`config.mk`:
```
export PLATFORM = sky130hd
export DESIGN_NAME = exp_arbiter
export DESIGN_NICKNAME = d
export VERILOG_FILES = /design/src/rtl/exp_arbiter.sv
export SDC_FILE = /design/constraint.sdc
export NUM_CORES = 1
export LEC_CHECK = 0
export CORE_UTILIZATION = 34
export CTS_CLUSTER_DIAMETER = 30
export DETAILED_ROUTE_END_ITERATION = 10
export PLACE_DENSITY = 0.73
export SYNTH_ARGS = -nofsm -noshare
export SYNTH_HDL_FRONTEND = slang
export SYNTH_SLANG_ARGS = --single-unit
```
`constraint.sdc`:
```
create_clock -name clk -period 2 [get_ports clk]
set_input_delay 0.3 -clock clk [delete_from_list [all_inputs] [get_ports clk]]
set_output_delay 0.3 -clock clk [all_outputs]
set_load 0.02 [all_outputs]
```
`src/rtl/exp_arbiter.sv`:
```
// Round-robin arbiter sharing one Exp unit among N_REQ softmax requesters.
// Optional watchdog on the Exp handshake is built when EXP_TIMEOUT_EN is defined.
module exp_arbiter #(
  parameter int DATA_W      = 16,
  parameter int N_REQ       = 4,
  parameter int ID_W        = $clog2(N_REQ),
  parameter int TIMEOUT_CYC = 64
) (
  input  logic                    clk,
  input  logic                    rstn,
  input  logic [N_REQ-1:0]        req_valid,
  input  logic [N_REQ*DATA_W-1:0] req_data,
  output logic [N_REQ-1:0]        req_ready,
  output logic                    rsp_valid,
  output logic [ID_W-1:0]         rsp_id,
  output logic [DATA_W-1:0]       rsp_data,
  output logic                    rsp_err,
  output logic                    exp_en,
  output logic [DATA_W-1:0]       exp_in,
  input  logic                    exp_end,
  input  logic [DATA_W-1:0]       exp_out,
  output logic                    busy
);

  // Handshake: requester i holds req_valid[i]/data until req_ready[i] is seen;
  // a transfer happens on the rising edge where both are high (IDLE only).
  // rsp_valid is a one-cycle strobe with no back-pressure.

  typedef enum logic [1:0] {IDLE, RUN, GAP} state_t;

  state_t            state_q, state_d;
  logic [ID_W-1:0]   ptr_q;
  logic [ID_W-1:0]   grant_id_q;
  logic [DATA_W-1:0] operand_q;
  logic [ID_W-1:0]   grant;
  logic [ID_W-1:0]   idx_id;
  logic              found;
  logic              accept;
  logic              done_ok;
  logic              rsp_valid_q;
  logic [ID_W-1:0]   rsp_id_q;
  logic [DATA_W-1:0] rsp_data_q;
  int                idx;

  // Search starts one past the last winner so every requester gets a turn.
  always_comb begin
    found  = 1'b0;
    grant  = '0;
    idx    = 0;
    idx_id = '0;
    for (int i = 1; i <= N_REQ; i++) begin
      idx    = (int'(ptr_q) + i) % N_REQ;
      idx_id = ID_W'(idx);
      if (!found && req_valid[idx_id]) begin
        found = 1'b1;
        grant = idx_id;
      end
    end
  end

  always_comb begin
    req_ready = '0;
    if (state_q == IDLE && found) req_ready[grant] = 1'b1;
  end

`ifdef EXP_TIMEOUT_EN
  localparam int TW = $clog2(TIMEOUT_CYC + 1);
  logic [TW-1:0] tcnt_q;
  logic          timeout_hit;
  logic          done_to;
  logic          rsp_err_q;

  assign timeout_hit = (tcnt_q == TW'(TIMEOUT_CYC - 1));

  // Counts RUN cycles; held at zero elsewhere so each RUN starts fresh.
  always_ff @(posedge clk or negedge rstn) begin
    if (!rstn)                tcnt_q <= '0;
    else if (state_q != RUN)  tcnt_q <= '0;
    else                      tcnt_q <= tcnt_q + TW'(1);
  end
`endif

  always_comb begin
    state_d = state_q;
    accept  = 1'b0;
    done_ok = 1'b0;
`ifdef EXP_TIMEOUT_EN
    done_to = 1'b0;
`endif
    case (state_q)
      IDLE: begin
        if (found) begin
          accept  = 1'b1;
          state_d = RUN;
        end
      end
      RUN: begin
        if (exp_end) begin
          done_ok = 1'b1;
          state_d = GAP;
        end
`ifdef EXP_TIMEOUT_EN
        else if (timeout_hit) begin
          done_to = 1'b1;
          state_d = GAP;
        end
`endif
      end
      GAP:     state_d = IDLE;
      default: state_d = IDLE;
    endcase
  end

  always_ff @(posedge clk or negedge rstn) begin
    if (!rstn) state_q <= IDLE;
    else       state_q <= state_d;
  end

  always_ff @(posedge clk or negedge rstn) begin
    if (!rstn) begin
      ptr_q       <= ID_W'(N_REQ - 1);
      grant_id_q  <= '0;
      operand_q   <= '0;
      rsp_valid_q <= 1'b0;
      rsp_id_q    <= '0;
      rsp_data_q  <= '0;
`ifdef EXP_TIMEOUT_EN
      rsp_err_q   <= 1'b0;
`endif
    end else begin
      rsp_valid_q <= 1'b0;
      if (accept) begin
        operand_q  <= req_data[int'(grant)*DATA_W +: DATA_W];
        grant_id_q <= grant;
        ptr_q      <= grant;
      end
      if (done_ok) begin
        rsp_valid_q <= 1'b1;
        rsp_data_q  <= exp_out;
        rsp_id_q    <= grant_id_q;
`ifdef EXP_TIMEOUT_EN
        rsp_err_q   <= 1'b0;
`endif
      end
`ifdef EXP_TIMEOUT_EN
      else if (done_to) begin
        rsp_valid_q <= 1'b1;
        rsp_data_q  <= '0;
        rsp_id_q    <= grant_id_q;
        rsp_err_q   <= 1'b1;
      end
`endif
    end
  end

`ifdef EXP_TIMEOUT_EN
  assign rsp_err = rsp_err_q;
`else
  assign rsp_err = 1'b0;
`endif

  // exp_en derives from state so an async reset drops it at once.
  assign exp_en    = (state_q == RUN);
  assign exp_in    = operand_q;
  assign busy      = (state_q != IDLE);
  assign rsp_valid = rsp_valid_q;
  assign rsp_id    = rsp_id_q;
  assign rsp_data  = rsp_data_q;

endmodule
```
; ---- After elaboration in Yosys (flattened, before gate mapping)
; Index checks and enable logic that the tools add are counted.
; W data, S select, Z words.
[word_totals]
regBits = 41
in_bits = 87
elab_cells = 59
[classes]
add_sub_neg = 4
magnitude_cmp = 6
n_eq_ne = 3
n_shift = 1
mux = 27
reduce_logical = 11
[op_table]
columns = operator, count
row1 = $shiftx A64 B7 Y16, 1
row2 = $lt A2 B3 Y1 const B, 5
row3 = $mux W1, 14
row4 = $mux W2, 6
row5 = $bmux W1 S2, 4
row6 = $logic_and A1 B1 Y1, 5
row7 = $add A2 B1 Y2 const B, 2
row8 = $add A2 B2 Y2 const B, 2
row9 = $mux W4, 1
row10 = $pmux W2 S2, 1
row11 = $logic_not A1 Y1, 3
row12 = $demux W1 S2, 1
row13 = $eq A2 B1 Y1 const B, 1
row14 = $ge A2 B1 Y1 const B, 1
row15 = $logic_not A2 Y1, 1
row16 = $ne A2 B1 Y1 const B, 1
row17 = $ne A2 B2 Y1 const B, 1
row18 = $reduce_and A2 Y1, 1
row19 = $reduce_bool A2 Y1, 1

; ---- Longest topological paths before layout
; Gate-level depths: netlist (run 1).
[logic_depth]
word_depth = 18
mapped_depth = 7

; ---- Worst setup path before layout (run 1)
; Ideal clock, no wire load.
[synth_path]
path_type = reg-to-output
from = reg ptr_q[1]
to = out req_ready[2]
arrival_ns = 1.672
setup_slack_ns = 0.028
stages_incl_launch_ff = 6
path_buffers = 1
path_cell_list = dfstp_2 > and3b_1 > o31ai_4 > or2_2 > buf_2 > nor2_1
[synth_via]
elab_chain_len = 18
elab_cells_between_ends = 33
cone_classes = add/sub: 4 / order compare: 2 / mux: 19 / reduce/logical: 8
[synth_rtl]
columns = element, line
row1 = start: declaration, 32  ; logic [ID_W-1:0] ptr_q;
row2 = start signal: assignment, 121  ; ptr_q <= ID_W'(N_REQ - 1);
row3 = start signal: assignment, 135  ; ptr_q <= grant;
row4 = $add A2 B1 Y2, 52  ; idx = (int'(ptr_q) + i) % N_REQ;
row5 = $bmux W1 S2, 54  ; if (!found && req_valid[idx_id]) begin
row6 = $mux W1 (implied by the code), 54
row7 = $mux W1, 54
row8 = $logic_not A1 Y1, 54
row9 = $logic_and A1 B1 Y1, 54
row10 = $mux W1, 54
row11 = $logic_not A1 Y1, 54
row12 = [... 2 more ...], --
row13 = $logic_not A1 Y1, 54
row14 = $logic_and A1 B1 Y1, 54
row15 = $mux W2, 54
row16 = $lt A2 B3 Y1 (implied by the code) / $ge A2 B1 Y1 (equally long branches), 63  ; if (state_q == IDLE && found) req_ready[grant] = 1'b1;
row17 = $logic_and A1 B1 Y1 (implied by the code), 63
row18 = $mux W1 (implied by the code), 63
row19 = $demux W1 S2, 63
row20 = $mux W4 *, 63
row21 = end: declaration, 13  ; output logic [N_REQ-1:0] req_ready,
; Every way passes the cells marked *; elsewhere a longest branch is shown, timed or not. The select of a mux whose other input is x is not followed.

; ---- Worst setup path in the final report (run 1)
[layout_path]
from = reg ptr_q[1]
to = out req_ready[0]
; Same word-level chain as after synthesis.

==> results.ini, run 1 <==
[run_status]
status=complete, but fails checks
violations=design-rule violations, negative setup slack

[detailed_routing]
drtIter0Drc=57
antenna_left=0
vias=2030
drtPass1Iterations=7
vias_per_cell=4.95
drt-wirelength-per-cell_um=15.6
drt-total-wl_um=6410
drc=12

[timing]
finalSetupViolCount=14
fmax_mhz=476
hold_viol=0
tns_ps=-615
timing.final.crit_share=1.05
period_needed_ps=2100
rsz0062_at_grt=yes
finalWorstSetupSlack_ps=-103
whs_ps=460
drv_slew=0
fin_skew_ps=5.37

[grt]
grt_use_met1=0.206
grt-ovfl-total=0
grt_pass1_vias=2122
grt_pass1_wl_um=10200
grtUsageMet2=0.349
busiest_layer=met2
grt_start_max_net_pins=33
antenna_found_initial=0
grt_use_total=0.185
met3_usage=0.0435

[yosys]
ys_seq_area_frac=0.451
synth_cells=194
ys_ff_latch=41
synth_cell_type_count=32
syn-num-nets=281
postSynthAreaPerCell_um2=11.8
syn_area_um2=2280
yosysWarningCount=0

[finish]
drive_gt1_frac=0.297
final_nets=419
diodes=0
utilization=0.614
nFillCells=549
syn_to_final_growth_pct=73.0

[setup_path]
worstSetupStartpointType=flop
critical_path_buf_inv_count=2
worstPathRequired_ps=1700
cp_common_cell=buf_6
crit_family=flip-flops
endpoint_kind=output pin
worstSetupPathType=reg2out
cp_slowest_stage_delay_ps=560
cp_max_fo=4
worstPathCellList=buf_6 > mux2i_4 > o22ai_2 > a21o_1 > nor2_4 > buf_6
worstPathArrival_ps=1800
cp_slowest_cell=dfstp_2

[power_and_ir_drop]
ir_drop_mv=0.883
p_leak_nw=1.67
p_per_area_nw_per_um2=1440

[run]
maxCapViolCount=0

[place]
post-dp-hpwl_um=4490
port_buffers=127
pre_cts_ws_ps=-575
gp_congestion=0.783

[clock_tree]
cts_tree=yes
cts_root_buf=clkbuf_8
cts.path.max_buffers=2
cts_buffers=5
clkTransAtPathRegs_ps=80
h-tree-depth=2
clock_latency_ps=290
clock-sinks=41

[worst_hold_path]
hold_class=in2async

[die]
ios=129
coreArea_um2=6420
die_y_um=83.9
row_count=29
dieArea_um2=7040
initial_core_util=0.355
die_w_um=83.9

## where the power goes
part	internal [mW]	total [mW]	switching, mW
registers	1.26	1.46	0.204
logic	1.79	3.52	1.73
clock network	0.407	0.685	0.278
total	3.46	5.67	2.21
## cell usage in the layout (no fill, tap or decap), types with 3 or more instances in the layout
master,count
mux2i_2,3
dlygate4sd2_1,3
nor2_4,3
nand2_1,22
nand3_1,10
inv_1,5
o211ai_2,5
o221ai_2,7
mux2i_1,19
clkdlybuf4s50_1,119
mux2_2,18
o211ai_1,4
buf_4,10
dfrtp_1,39
buf_6,8
nand3_2,8
mux2_4,9
clkbuf_8,6
## cells in the mapped netlist
master	instances	area (µm²)
dfrtp_1	39	976
o211ai_2	5	62.6
nand2_2	1	6.26
nand3_1	10	50.1
nand2_4	1	11.3
a21oi_1	2	10.0
nor2b_1	3	18.8
nand2b_1	1	6.26
inv_1	5	18.8
buf_2	6	30.0
mux2_2	27	304
o221ai_2	7	105
o31ai_4	1	21.3
buf_6	5	56.3
nor2_1	5	18.8
dfstp_2	2	52.6
inv_2	1	3.75
o21ai_0	1	5.00
o22ai_1	1	6.26
o211ai_1	4	30.0
buf_4	2	15.0
mux2i_1	24	240
nand3_2	8	80.1
nand2_1	23	86.3
a21o_1	1	7.51
o21a_1	2	15.0
conb_1	1	3.75
or4_1	1	7.51
or2_2	2	12.5
and3b_1	1	8.76
and2_1	1	6.26
o21ai_1	1	5.00
## cell families after synthesis
kind of cell           Yosys count  synth area share
AND/OR/NAND/NOR                 57             0.137
multiplexers                    51             0.239
flip-flops                      41             0.451
AO/OA/AOI/OAI                   25             0.117
buffers and inverters           19            0.0543
other                            1           0.00164
## sequential cells by signal, summed over array words and instances (netlist names)
| name | count |
|---|---|
| exp_in | 16 |
| grant_id_q | 2 |
| ptr_q | 2 |
| rsp_data | 16 |
| rsp_id | 2 |
| rsp_valid | 1 |
| state_q | 2 |
## layout make-up
class / instances / area [µm²] / share of cell area
Inverter: 6 / 22.5 / 0.00571
Clock inverter: 1 / 30.0 / 0.00761
Multi-Input combinational cell: 134 / 1250 / 0.317
Timing Repair Buffer: 144 / 1430 / 0.363
Tap cell: 77 / 96.3 / 0.0244
Sequential cell: 41 / 1030 / 0.261
Clock buffer: 7 / 86.3 / 0.0219
## through the flow
step / power (mW) / instances / area [µm²]
finish: 5.67 / 410 / 3950
global route: 6.01 / 410 / 3950
detailed placement: 4.73 / 398 / 3640
global placement: 4.67 / 398 / 3640
floorplan: 3.43 / 194 / 2280
CTS: 5.65 / 410 / 3890
## path summary, 6_finish.rpt
| kind | start | to | slack, ps | cells past startpoint |
|---|---|---|---|---|
| max | ptr_q[1]$_DFFE_PN1P_ | req_ready[0] | -100 | 6 |
| min | rstn | rsp_data[15]$_DFFE_PN0P_ | 460 | 2 |
| max reg2reg | ptr_q[1]$_DFFE_PN1P_ | exp_in[2]$_DFFE_PN0P_ | -70 | 8 |
| min reg2reg | exp_in[12]$_DFFE_PN0P_ | exp_in[12]$_DFFE_PN0P_ | 490 | 2 |
| max in group asynchronous | rstn | ptr_q[1]$_DFFE_PN1P_ | 830 | 3 |
| min in group clk | exp_in[12]$_DFFE_PN0P_ | exp_in[12]$_DFFE_PN0P_ | 490 | 2 |
## what timing repair did
action,in CTS,in global routing
endpoints found under the hold margin,15,0
endpoints found under the setup margin,22,21
buffers inserted,3,0
hold buffers,1,0
gates resized for setup,53,13
pin swaps,10,4
## layer usage
layer  routed length [µm]  share of wire
met5                    0              0
met4                   57         0.0089
met3                  342          0.053
met2                 3470           0.54
met1                 2540           0.40
Power figures use the tool's default switching activity.
==> run 2, diff against run 1 <==
--- a/config.mk
+++ b/config.mk
@@ -5,10 +5,12 @@
 export SDC_FILE = /design/constraint.sdc
 export NUM_CORES = 1
 export LEC_CHECK = 0
+export CAP_MARGIN = 20
 export CORE_UTILIZATION = 34
 export CTS_CLUSTER_DIAMETER = 30
 export DETAILED_ROUTE_END_ITERATION = 10
 export PLACE_DENSITY = 0.73
+export REMOVE_ABC_BUFFERS = 1
 export SYNTH_ARGS = -nofsm -noshare
 export SYNTH_HDL_FRONTEND = slang
 export SYNTH_SLANG_ARGS = --single-unit
==> run 2 against run 1 <==
The flow still finishes with violations (design-rule violations, negative setup slack); via count shrank 1.8%; clock skew is essentially flat; critical path depth is the same; final area shrank 3.3%; register-to-register slack gained 70 ps; non-clock buffer count is the same.
==> results.ini, run 2 (synthesis results as in run 1) <==
[finish]
multi_input_area_um2=1160  ; -7.5%
nFillCells=552  ; +0.55%
final_nets=419  ; unchanged
seqCellArea_um2=1030  ; unchanged
drive_gt1_frac=0.273  ; -0.0240
layout_common_cells=clkdlybuf4s50_1 (119), dfrtp_1 (39), mux2_2 (27)
syn_to_final_growth_pct=67.3
final_common_cell=clkdlybuf4s50_1
diodes=0  ; unchanged

[timing]
fin_skew_ps=5.05  ; -0.328 ps
whs_ps=59.2  ; -400 ps
finalWorstSetupSlack_ps=-57.0  ; +45.7 ps
period_needed_ps=2060  ; -45.7 ps
hold_viol=0  ; unchanged
slew_headroom=0.651
rsz0062_at_grt=yes
drv_slew=0  ; unchanged
fmax_mhz=486  ; +2.2%
tightest_slew_ps=524
finalSetupViolCount=5  ; -9
tns_ps=-176  ; +439 ps
timing.final.crit_share=1.03  ; -0.0228

[die]
coreArea_um2=6420  ; unchanged
ios=129  ; unchanged
row_count=29  ; unchanged
die_y_um=83.9  ; unchanged
dieArea_um2=7040  ; unchanged
die_w_um=83.9  ; unchanged
initial_core_util=0.355  ; unchanged

[setup_path]
critical_path_buf_inv_count=2  ; unchanged
worstSetupStartpointType=flop
worstSetupPathType=reg2out
r2r-end=exp_in[11]$_DFFE_PN0P_
critical_path_depth=6  ; unchanged
reg2reg_slack_ps=0  ; +70 ps
regToRegStartpoint=ptr_q[1]$_DFFE_PN1P_
endpoint_kind=output pin
cp_max_fo=4  ; unchanged
crit_family=flip-flops
worstPathRequired_ps=1700  ; about the same
worstPathArrival_ps=1760  ; -40 ps
cp_slowest_stage_delay_ps=570  ; about the same
worstPathCellList=buf_6 > mux2i_2 > o22ai_2 > a21oi_2 > nor2_1 > buf_4
cp_slowest_cell=dfstp_2
reg2reg_depth=8  ; unchanged

[clock_tree]
cts.hold.buffers_added=0  ; -1
h-tree-depth=2  ; unchanged
cts_buffers=5  ; unchanged
clock_latency_ps=290  ; about the same
cts_root_buf=clkbuf_8
cts_tree=yes
cts.path.max_buffers=2  ; unchanged
clkTransAtPathRegs_ps=80  ; about the same
clock-sinks=41  ; unchanged

[detailed_routing]
vias_per_cell=4.86  ; -1.8%
drtPass1Iterations=7  ; unchanged
antenna_left=0  ; unchanged
drc=6  ; -6
drtIter0Drc=50  ; -12%
vias=1993  ; -1.8%
drt-wirelength-per-cell_um=15.3  ; -2.2%
drt-total-wl_um=6270  ; -2.2%

[place]
post-dp-hpwl_um=4660  ; +3.9%
port_buffers=127  ; unchanged
pre_cts_ws_ps=-528  ; +46.9 ps
gp_congestion=0.771  ; -1.6%

[power_and_ir_drop]
p_per_area_nw_per_um2=1440  ; +0.33%
p_leak_nw=1.61  ; -3.7%
ir_drop_mv=0.764  ; -13%
power.total_mw=5.50  ; -3.0%

[grt]
antenna_found_initial=0  ; unchanged
grt_start_max_net_pins=42  ; +27%
grt_pass1_wl_um=10400  ; +1.8%
grt_use_total=0.188  ; +0.00321
grt-ovfl-total=0  ; unchanged
grt_pass1_vias=2181  ; +2.8%

[run]
maxCapViolCount=0  ; unchanged

[run_status]
status=complete, but fails checks
violations=design-rule violations, negative setup slack

[worst_hold_path]
hold_class=in2async

==> run 2: cell types whose count changed in the layout (fill, tap and decap cells not counted), moves of 2 or more <==
| cell | before | now |
|---|---|---|
| mux2_2 | 18 | 27 |
| mux2_4 | 9 | 0 |
| buf_4 | 10 | 17 |
| buf_6 | 8 | 4 |
| mux2i_1 | 19 | 22 |
| nor2_1 | 1 | 4 |
| nor2_4 | 3 | 0 |
| mux2i_4 | 2 | 0 |
==> run 2: worst register-to-register path, stage by stage (launching register included) <==
cell,delay [ps]
dfstp_2,570
buf_6,110
mux2i_2,200
o22ai_2,100
a21oi_2,230
buf_4,160
buf_4,150
mux2_2,350
o211ai_2,70
==> run 2: layout make-up <==
cell class / count / area share
repair buffers: 144 / 0.366
multi-input cells: 134 / 0.303
flip-flops and latches: 41 / 0.270
well taps: 77 / 0.0253
clock buffers: 7 / 0.0226
clock inverters: 1 / 0.00787
inverters: 6 / 0.00590
==> run 2: worst max-delay path by stage <==
stage | from | end | slack [ps]
CTS | ptr_q[0]$_DFFE_PN1P_ | req_ready[3] | -50
global route | ptr_q[0]$_DFFE_PN1P_ | req_ready[0] | -180
floorplan | ptr_q[1]$_DFFE_PN1P_ | req_ready[1] | -810
detailed placement | req_valid[3] | req_ready[3] | -530
finish | ptr_q[1]$_DFFE_PN1P_ | req_ready[1] | -60
global placement | req_valid[3] | req_ready[3] | -530
==> run 2: repair_timing <==
item	CTS	global route
resized for setup	29	5
endpoints found under the setup margin	11	20
setup buffers	6	0
pin swaps	6	0
==> run 2: per-layer routing <==
metal | vias up | track usage | part of all wire
met5 | - | 0 | 0
met4 | 0 | 0.0580 | 0.016
met3 | 8 | 0.0791 | 0.093
met2 | 69 | 0.326 | 0.49
met1 | 953 | 0.208 | 0.40
li1 | 963 | - | -
==> run 2: per-stage QoR <==
step,cells,util,instance area [µm²]
2_1_floorplan,181,-,2180
3_3_place_gp,398,0.567,3640
3_5_place_dp,398,0.567,3640
4_1_cts,412,0.594,3810
5_1_grt,410,0.594,3810
6_report,410,0.594,3810
==> run 2: power breakdown <==
part,total (mW),internal (mW),switching [mW]
Clock,0.699,0.407,0.291
Sequential,1.47,1.26,0.216
Combinational,3.33,1.68,1.65
Total,5.50,3.35,2.15
==> run 3, diff against run 2 <==
--- a/config.mk
+++ b/config.mk
@@ -6,10 +6,10 @@
 export NUM_CORES = 1
 export LEC_CHECK = 0
 export CAP_MARGIN = 20
-export CORE_UTILIZATION = 34
+export CORE_UTILIZATION = 39
 export CTS_CLUSTER_DIAMETER = 30
 export DETAILED_ROUTE_END_ITERATION = 10
-export PLACE_DENSITY = 0.73
+export PLACE_DENSITY = 0.82
 export REMOVE_ABC_BUFFERS = 1
 export SYNTH_ARGS = -nofsm -noshare
 export SYNTH_HDL_FRONTEND = slang
==> run 3 against run 2 <==
The run ends with negative setup slack left; first-iteration DRC count decreased by 30%; total power increased by 2.2%; flip-flop and latch count unchanged; via count increased by 0.55%; register-to-register slack got worse by 50 ps; critical endpoint unchanged; largest cell class unchanged; largest power group unchanged.
==> results.ini, run 3 (synthesis results as in run 1) <==
[run_status]
status=complete, but fails checks
violations=negative setup slack

[clock_tree]
clock-sinks=41  ; unchanged
clock_latency_ps=300  ; about the same
cts_buffers=5  ; unchanged
cts_root_buf=clkbuf_8
clkTransAtPathRegs_ps=80  ; about the same
cts.path.max_buffers=2  ; unchanged
cts_tree=yes
h-tree-depth=2  ; unchanged

[grt]
grt_pass1_vias=2146  ; -1.6%
grt_pass1_wl_um=10100  ; -3.1%
grt_use_total=0.215  ; +0.0275
antenna_found_initial=0  ; unchanged
grt-ovfl-total=0  ; unchanged
grt_start_max_net_pins=34  ; -19%

[detailed_routing]
drt-total-wl_um=6280  ; +0.18%
drt-wirelength-per-cell_um=15.4  ; +0.91%
antenna_left=0  ; unchanged
drc=0  ; -6
vias=2004  ; +0.55%
vias_per_cell=4.92  ; +1.3%
drtIter0Drc=35  ; -30%
drtPass1Iterations=3  ; -4

[setup_path]
r2r-end=exp_in[12]$_DFFE_PN0P_
cp_max_fo=4  ; unchanged
reg2reg_slack_ps=-50  ; -50 ps
cp-endpoint=req_ready[1]
regToRegStartpoint=ptr_q[1]$_DFFE_PN1P_
endpoint_kind=output pin
worstSetupStartpoint=ptr_q[1]$_DFFE_PN1P_
worstSetupStartpointType=flop
reg2reg_depth=8  ; unchanged
worstPathRequired_ps=1700  ; about the same
worstSetupPathType=reg2out
worstPathArrival_ps=1760  ; about the same

[timing]
period_needed_ps=2060  ; +1.35 ps
tightest_slew_ps=733  ; +209 ps
slew_headroom=0.512  ; -0.139
hold_viol=0  ; unchanged
timing.final.crit_share=1.03  ; about the same
tns_ps=-269  ; -93.5 ps
drv_slew=0  ; unchanged
fmax_mhz=486  ; about the same
whs_ps=53.8  ; -5.41 ps
finalWorstSetupSlack_ps=-58.4  ; -1.35 ps
fin_skew_ps=8.60  ; +3.55 ps
rsz0062_at_grt=yes
finalSetupViolCount=6  ; +1

[power_and_ir_drop]
sw_frac_of_total=0.393  ; +0.00117
power_frac_seq=0.263  ; -0.005
p_per_area_nw_per_um2=1440  ; about the same
p_int_mw=3.41  ; +2.0%
pwr-share-clk=0.123  ; -0.004
ir_drop_mv=0.907  ; +19%
p_leak_nw=1.67  ; +3.8%
p_switching_mw=2.21  ; +2.5%
comb_power_share=0.614  ; +0.009

[finish]
drive_gt1_frac=0.284  ; +0.0103
layout_common_cells=clkdlybuf4s50_1 (119), dfrtp_1 (39), nand2_1 (23), mux2i_1 (23), mux2_2 (19)
final_area_um2=3900  ; +2.3%
final_common_cell=clkdlybuf4s50_1
syn_to_final_growth_pct=71.1
diodes=0  ; unchanged
final_nets=421  ; +0.48%

[die]
row_count=27  ; -6.9%
die_w_um=78.5  ; -6.5%
dieArea_um2=6160  ; -13%
die_y_um=78.5  ; -6.5%
ios=129  ; unchanged
coreArea_um2=5570  ; -13%
initial_core_util=0.409  ; +0.0541

[worst_hold_path]
hold_class=in2async

[place]
post_dp_cell_area_um2=3640  ; about the same
post-dp-hpwl_um=4590  ; -1.5%
port_buffers=127  ; unchanged
gp_congestion=0.712  ; -7.6%

[run]
maxCapViolCount=0  ; unchanged

## run 3: timing repair
action / in CTS / in global routing
setup endpoints to repair: 5 / 21
buffers inserted: 3 / 3
gates resized for setup: 27 / 23
hold buffers: 0 / 0
endpoints found under the hold margin: 0 / 0
pin swaps: 5 / 2
## run 3: routing by layer
layer	up-vias	global-route usage	wire [µm]
met1	952	0.235	2440
met4	0	0.0796	94
met2	75	0.368	3140
met3	7	0.0953	607
li1	970	-	-
met5	-	0	0
## run 3: layout make-up
class                           instances  area (µm²)
Clock inverter                          2        37.5
Tap cell                               72        90.1
Timing Repair Buffer                  146        1420
Sequential cell                        41        1030
Fill cell                             433        1670
Clock buffer                            6        82.6
Multi-Input combinational cell        134        1220
Inverter                                6        22.5
## run 3: worst min path at each step
stage	from	to	slack, ps
6_report	rstn	rsp_data[15]$_DFFE_PN0P_	50
5_1_grt	rstn	rsp_data[14]$_DFFE_PN0P_	110
4_1_cts	rstn	rsp_data[15]$_DFFE_PN0P_	80
3_5_place_dp	rstn	rsp_data[14]$_DFFE_PN0P_	400
3_3_place_gp	rstn	rsp_data[15]$_DFFE_PN0P_	400
2_1_floorplan	rstn	exp_in[0]$_DFFE_PN0P_	4
## run 3: metrics by stage
stage	cells	power (mW)	setup WS (ps)	utilization
global route	407	5.98	-142	0.700
global placement	394	4.67	-514	0.654
CTS	405	5.49	-13.5	0.680
detailed placement	394	4.72	-488	0.654
finish	407	5.62	-58.4	0.700
floorplan	181	3.28	-809	-
## run 3: power by group through the flow
stage	registers (mW)	clock network, mW	logic, mW
detailed placement	1.48	0	3.23
finish	1.48	0.693	3.45
global placement	1.46	0	3.20
floorplan	1.90	0	1.38
CTS	1.48	0.714	3.30
global route	1.53	0.745	3.70
## run 3: worst max-delay path, stage by stage (launching register included)
cell,delay [ps]
dfstp_2,560
buf_6,100
mux2i_2,200
o22ai_2,130
a21oi_4,250
nor2_2,80
buf_6,130
